[src/rtl/lcd_bus_reader.sv]
// HD44780 bus read engine: timed RW=1 cycles returning BF/address or a data byte, with optional busy polling.
// Latency: o_valid pulses A+H+L+1 cycles after accept per read (53+1 at defaults); poll repeats the A+H+L read.
// Backpressure: o_ready=1 only in IDLE/DONE; requests while busy are dropped, nothing is queued.
module lcd_bus_reader #(
  parameter int SIZE_DATA = 8,
  parameter int FREQ      = 50_000_000,
  parameter int T_AS_NS   = 60,
  parameter int T_EH_NS   = 500,
  parameter int T_EL_NS   = 500,
  parameter int MAX_POLL  = 1024
) (
  input  logic                 i_clk,
  input  logic                 i_rst,
  input  logic                 i_req,
  input  logic [1:0]           i_func,
  input  logic [SIZE_DATA-1:0] i_LCD_DATA,
  output logic                 o_LCD_E,
  output logic                 o_LCD_RW,
  output logic                 o_LCD_RS,
  output logic [SIZE_DATA-1:0] o_data,
  output logic                 o_busy_flag,
  output logic [6:0]           o_addr,
  output logic                 o_valid,
  output logic                 o_timeout,
  output logic                 o_ready
);

  // ns -> clock cycles, rounded up and never below one cycle
  function automatic int ns_to_cycles(input longint ns);
    longint c;
    c = (ns * longint'(FREQ) + longint'(999_999_999)) / longint'(1_000_000_000);
    if (c < longint'(1)) c = longint'(1);
    return int'(c);
  endfunction

  localparam int A    = ns_to_cycles(longint'(T_AS_NS));
  localparam int H    = ns_to_cycles(longint'(T_EH_NS));
  localparam int L    = ns_to_cycles(longint'(T_EL_NS));
  localparam int CMAX = (A > H) ? ((A > L) ? A : L) : ((H > L) ? H : L);
  localparam int CW   = $clog2(CMAX) + 1;
  localparam int PW   = $clog2(MAX_POLL) + 1;

  typedef enum logic [2:0] {IDLE, SETUP, EHIGH, ELOW, DONE} state_t;

  state_t                 state, state_n;
  logic [CW-1:0]          cnt, cnt_n;
  logic [PW-1:0]          poll, poll_n;
  logic                   poll_mode, poll_mode_n;
  logic                   e_n, rw_n, rs_n, valid_n, timeout_n, ready_n;
  logic [SIZE_DATA-1:0]   data_n;
  logic                   finish;

  // BF and address are fixed bit slices of the last sampled byte
  assign o_busy_flag = o_data[7];
  assign o_addr      = o_data[6:0];

  // Register every output together with the FSM state; reset forces the idle bus immediately
  always_ff @(posedge i_clk or posedge i_rst) begin
    if (i_rst) begin
      state     <= IDLE;
      cnt       <= '0;
      poll      <= '0;
      poll_mode <= 1'b0;
      o_LCD_E   <= 1'b0;
      o_LCD_RW  <= 1'b0;
      o_LCD_RS  <= 1'b0;
      o_data    <= '0;
      o_valid   <= 1'b0;
      o_timeout <= 1'b0;
      o_ready   <= 1'b1;
    end else begin
      state     <= state_n;
      cnt       <= cnt_n;
      poll      <= poll_n;
      poll_mode <= poll_mode_n;
      o_LCD_E   <= e_n;
      o_LCD_RW  <= rw_n;
      o_LCD_RS  <= rs_n;
      o_data    <= data_n;
      o_valid   <= valid_n;
      o_timeout <= timeout_n;
      o_ready   <= ready_n;
    end
  end

  // Next state and next registered outputs; RS/RW only move outside the E-high window
  always_comb begin
    state_n     = state;
    cnt_n       = cnt;
    poll_n      = poll;
    poll_mode_n = poll_mode;
    e_n         = o_LCD_E;
    rw_n        = o_LCD_RW;
    rs_n        = o_LCD_RS;
    data_n      = o_data;
    valid_n     = 1'b0;
    timeout_n   = o_timeout;
    ready_n     = o_ready;
    finish      = 1'b0;

    case (state)
      IDLE, DONE: begin
        if (i_req) begin
          state_n     = SETUP;
          cnt_n       = '0;
          poll_n      = '0;
          poll_mode_n = (i_func == 2'd2);
          rs_n        = (i_func == 2'd1);
          rw_n        = 1'b1;
          e_n         = 1'b0;
          timeout_n   = 1'b0;
          ready_n     = 1'b0;
        end else begin
          state_n = IDLE;
          rw_n    = 1'b0;
          rs_n    = 1'b0;
          e_n     = 1'b0;
          ready_n = 1'b1;
        end
      end
      SETUP: begin
        if (cnt == CW'(A - 1)) begin
          state_n = EHIGH;
          cnt_n   = '0;
          e_n     = 1'b1;
        end else begin
          cnt_n = cnt + 1'b1;
        end
      end
      EHIGH: begin
        if (cnt == CW'(H - 1)) begin
          data_n  = i_LCD_DATA;
          state_n = ELOW;
          cnt_n   = '0;
          e_n     = 1'b0;
        end else begin
          cnt_n = cnt + 1'b1;
        end
      end
      ELOW: begin
        if (cnt == CW'(L - 1)) begin
          cnt_n = '0;
          if (poll_mode && o_data[7]) begin
            if (poll == PW'(MAX_POLL - 1)) begin
              timeout_n = 1'b1;
              finish    = 1'b1;
            end else begin
              poll_n  = poll + 1'b1;
              state_n = SETUP;
            end
          end else begin
            finish = 1'b1;
          end
        end else begin
          cnt_n = cnt + 1'b1;
        end
      end
      default: begin
        state_n = IDLE;
        ready_n = 1'b1;
      end
    endcase

    if (finish) begin
      state_n = DONE;
      valid_n = 1'b1;
      rw_n    = 1'b0;
      rs_n    = 1'b0;
      ready_n = 1'b1;
    end
  end

endmodule
[config.mk]
export PLATFORM = sky130hd
export DESIGN_NAME = lcd_bus_reader
export DESIGN_NICKNAME = d
export VERILOG_FILES = /design/src/rtl/lcd_bus_reader.sv
export SDC_FILE = /design/constraint.sdc
export NUM_CORES = 1
export LEC_CHECK = 0
export BUFFER_PORTS_ARGS = -buffer_cell sky130_fd_sc_hd__buf_2
export CAP_MARGIN = 20
export CORE_UTILIZATION = 32
export CTS_CLUSTER_SIZE = 12
export DETAILED_ROUTE_END_ITERATION = 16
export GPL_TIMING_DRIVEN = 0
export PLACE_DENSITY = 0.6
export SETUP_SLACK_MARGIN = 0.3
export SYNTH_ARGS = -nofsm -noshare
export SYNTH_HDL_FRONTEND = slang
export SYNTH_SLANG_ARGS = --single-unit
export TNS_END_PERCENT = 1
[constraint.sdc]
create_clock -name i_clk -period 3.3 [get_ports i_clk]
set_clock_uncertainty 0.1 [all_clocks]
set_input_delay 0.495 -clock i_clk [delete_from_list [all_inputs] [get_ports i_clk]]
set_output_delay 0.495 -clock i_clk [all_outputs]
set_load 0.05 [all_outputs]
==> results.py <==
metrics = {
    "timing": {
        "setup_viol": 0,
        "grt_setup_unrepaired": "no",
        "worst_margin_pin_slew_ns": 0.969,
        "timing.final.hold_violations": 0,
        "tns_ns": 0,
        "post-route-period-util_pct": 81.6,
        "highest_clock_rate_mhz": 371,
        "timing.final.crit_period_ns": 2.69,
        "report.final.slew_viol_count": 0,
        "slew_headroom_pct": 34.8,
    },
    "power_and_ir_drop": {
        "leakagePower_nw": 0.983,
        "p_per_area_mw_per_mm2": 383,
        "total_power_uw": 851,
        "max-vdd-ir-drop_v": 0.000264,
    },
    "final_layout": {
        "mostFrequentLayoutCells": "sky130_fd_sc_hd__dfrtp_1 (34), sky130_fd_sc_hd__buf_2 (34), sky130_fd_sc_hd__nand2_1 (20)",
        "drive_gt1_share_pct": 30.3,
        "final_util_pct": 40.1,
        "insertedDiodeCount": 0,
        "design_area_mm2": 0.00222,
        "syn_to_final_growth_pct": 19.9,
        "nNetsFinal": 250,
    },
    "setup_path": {
        "worstSetupEndpointType": "register",
        "critPathBufInv": 0,
        "cp.arrival_ns": 2.77,
        "start_to_end_type_of_the_worst_setup_path": "reg2reg",
        "startpoint_type": "register",
        "cp_slowest_cell": "sky130_fd_sc_hd__nor4_1",
        "critPathMaxStageDelay_ns": 0.85,
        "worst_path_dominant_cell_family": "simple AND/OR/NAND/NOR gates",
        "worstSetupStartpoint": "poll[0]",
        "worstPathCellList": "ha_1 -> nand3_1 -> nor4_1 -> o2111ai_1 -> a32o_1",
        "timing.critical_path.fanout_max": 7,
        "timing.critical_path.required_ns": 3.38,
        "rr_startpoint": "poll[0]",
    },
    "detailed_routing": {
        "avgRoutedWirePerCell_um": 12.8,
        "drt_iter0_drc": 117,
        "detail_route.wirelength_mm": 3.90,
        "mean_number_of_vias_per_cell": 5.10,
        "ant_nets": 0,
        "detailroute.via_count": 1562,
        "detail_route.drc_violations": 0,
        "detailedRoute.firstPassIterationCount": 4,
    },
    "place": {
        "dpl.hpwl_mm": 2.85,
        "port_buffers": 34,
        "postPlaceCellArea_mm2": 0.00213,
        "routabilityCongestion": 0.800,
    },
    "logic_synthesis": {
        "synth_cells": 190,
        "synth_cell_types": 46,
        "synthesis.area_mm2": 0.00185,
        "yosysTopAreaCellShare_pct": 45.9,
        "synth_fp_nets": 207,
        "post_synth_edffs": 0,
        "synth-async-reset-ratio_pct": 100,
        "synth_seq_area_share_pct": 47.3,
        "synth_seq_cells": 35,
        "synth_largest_area_cell": "sky130_fd_sc_hd__dfrtp_1",
        "synth.yosys.warnings": 0,
        "most_used_dff_post_synth": "sky130_fd_sc_hd__dfrtp_1",
        "synthTopCellsByArea": "sky130_fd_sc_hd__dfrtp_1 (46%), sky130_fd_sc_hd__mux2_2 (5.5%), sky130_fd_sc_hd__nand2_1 (4.1%)",
        "syn_avg_cell_area_um2": 9.75,
    },
    "clock_network": {
        "cts_inserted_buffers": 5,
        "cts.htree.levels": 2,
        "clk_pin_slew_worst_paths_ns": 0.08,
        "cts_tree": "yes",
        "cts_hold_buf": 0,
        "clock_sinks": 35,
        "cts_buffer_depth": 2,
        "postCtsSetupBuffers": 0,
        "insertion_delay_ns": 0.29,
        "cts_root_buffer": "sky130_fd_sc_hd__clkbuf_8",
        "cts_repair_resize_count": 0,
    },
    "grt": {
        "grt_first_pass_wirelength_mm": 6.96,
        "number_of_antenna_violations_at_the_first_check_in_global_routing": 0,
        "grt.total_usage_pct": 14.6,
        "grt.overflow.total": 0,
        "grt_pass1_vias": 1492,
        "grt_start_max_net_pins": 23,
    },
    "outcome": {
        "outcome": "completed",
    },
    "floorplan": {
        "dieArea_mm2": 0.00610,
        "core.rowCount": 27,
        "floorplan.die.width_um": 78.1,
        "ioPinCount": 35,
        "vertical_die_dimension_um": 78.1,
        "initial_utilization_pct": 33.4,
        "core_area_mm2": 0.00554,
    },
    "hold_path": {
        "hp-class": "in2async",
    },
    "flow_run": {
        "max-cap-violations": 0,
    },
}
## layout make-up
type	instances	area (µm²)
plain buffers	16	92.6
clock buffers	5	68.8
clock inverters	3	20.0
fillers	594	3320
inverters	10	37.5
multi-input cells	129	846
flip-flops and latches	35	877
well taps	72	90.1
repair buffers	36	189
## state kept, by name, indices dropped and copies added (netlist names)
name	flops
poll	11
o_data	8
cnt	6
state	3
o_LCD_E	1
o_LCD_RS	1
o_LCD_RW	1
o_ready	1
o_timeout	1
o_valid	1
poll_mode	1
## Yosys cell counts (2+ instances only)
cell	n
sky130_fd_sc_hd__o41ai_1	2
sky130_fd_sc_hd__o21ai_0	10
sky130_fd_sc_hd__o211ai_1	2
sky130_fd_sc_hd__clkbuf_1	6
sky130_fd_sc_hd__dfrtp_1	34
sky130_fd_sc_hd__nand2b_1	3
sky130_fd_sc_hd__or3b_2	2
sky130_fd_sc_hd__nand4_1	4
sky130_fd_sc_hd__a311oi_1	2
sky130_fd_sc_hd__o22ai_1	2
sky130_fd_sc_hd__mux2i_1	3
sky130_fd_sc_hd__mux2_2	9
sky130_fd_sc_hd__nor3_1	5
sky130_fd_sc_hd__nor4_1	5
sky130_fd_sc_hd__and2_1	2
sky130_fd_sc_hd__nand2_1	20
sky130_fd_sc_hd__o31ai_1	2
sky130_fd_sc_hd__nor2_1	8
sky130_fd_sc_hd__or4_1	3
sky130_fd_sc_hd__and3_1	2
sky130_fd_sc_hd__a31o_2	2
sky130_fd_sc_hd__inv_1	10
sky130_fd_sc_hd__buf_4	8
sky130_fd_sc_hd__nor2b_1	2
sky130_fd_sc_hd__clkbuf_2	2
sky130_fd_sc_hd__nand3_1	8
sky130_fd_sc_hd__ha_1	4
sky130_fd_sc_hd__a21oi_1	10
## power by group
part	total [mW]	switching [mW]	leakage, nW	internal [mW]
Clock	0.311	0.164	0.0402	0.147
Combinational	0.0928	0.0641	0.528	0.0287
Sequential	0.447	0.00832	0.414	0.439
Total	0.851	0.236	0.983	0.615
## cell families after synthesis
kind of cell               count (synthesis)  synth area share (%)
buffers and inverters                     26                  7.02
AOI/OAI and AO/OA                         39                  13.8
DFF                                       35                  47.3
adders and majority gates                  4                  2.70
and+or+nand+nor                           74                  22.1
muxes                                     12                  7.09
## final timing paths
path	endpoint	slack [ns]	depth (start not counted)
max	o_LCD_RS	0.61	5
min	o_timeout	0.28	2
max reg2reg	o_LCD_RS	0.61	5
min reg2reg	poll[7]	0.41	1
max in group asynchronous	o_LCD_E	2.21	3
min in group i_clk	o_data[6]	0.33	2
## metrics by stage
stage	instances	worst slack, ns	hold WS [ns]
6_report	306	0.606	0.280
5_1_grt	306	0.383	0.326
4_1_cts	306	0.704	0.309
3_5_place_dp	298	0.738	0.398
3_3_place_gp	296	0.704	0.393
2_1_floorplan	190	1.12	0.367
## layer usage
layer | share of wire [%] | up-vias | wire length, µm | global-route usage (%)
li1 | - | 771 | - | -
met1 | 52 | 748 | 2040 | 19.9
met2 | 43 | 35 | 1670 | 21.8
met3 | 3.2 | 8 | 125 | 3.49
met4 | 1.7 | 0 | 68 | 7.04
met5 | 0 | - | 0 | 0
Note: power is estimated with default switching activity, not from simulation.
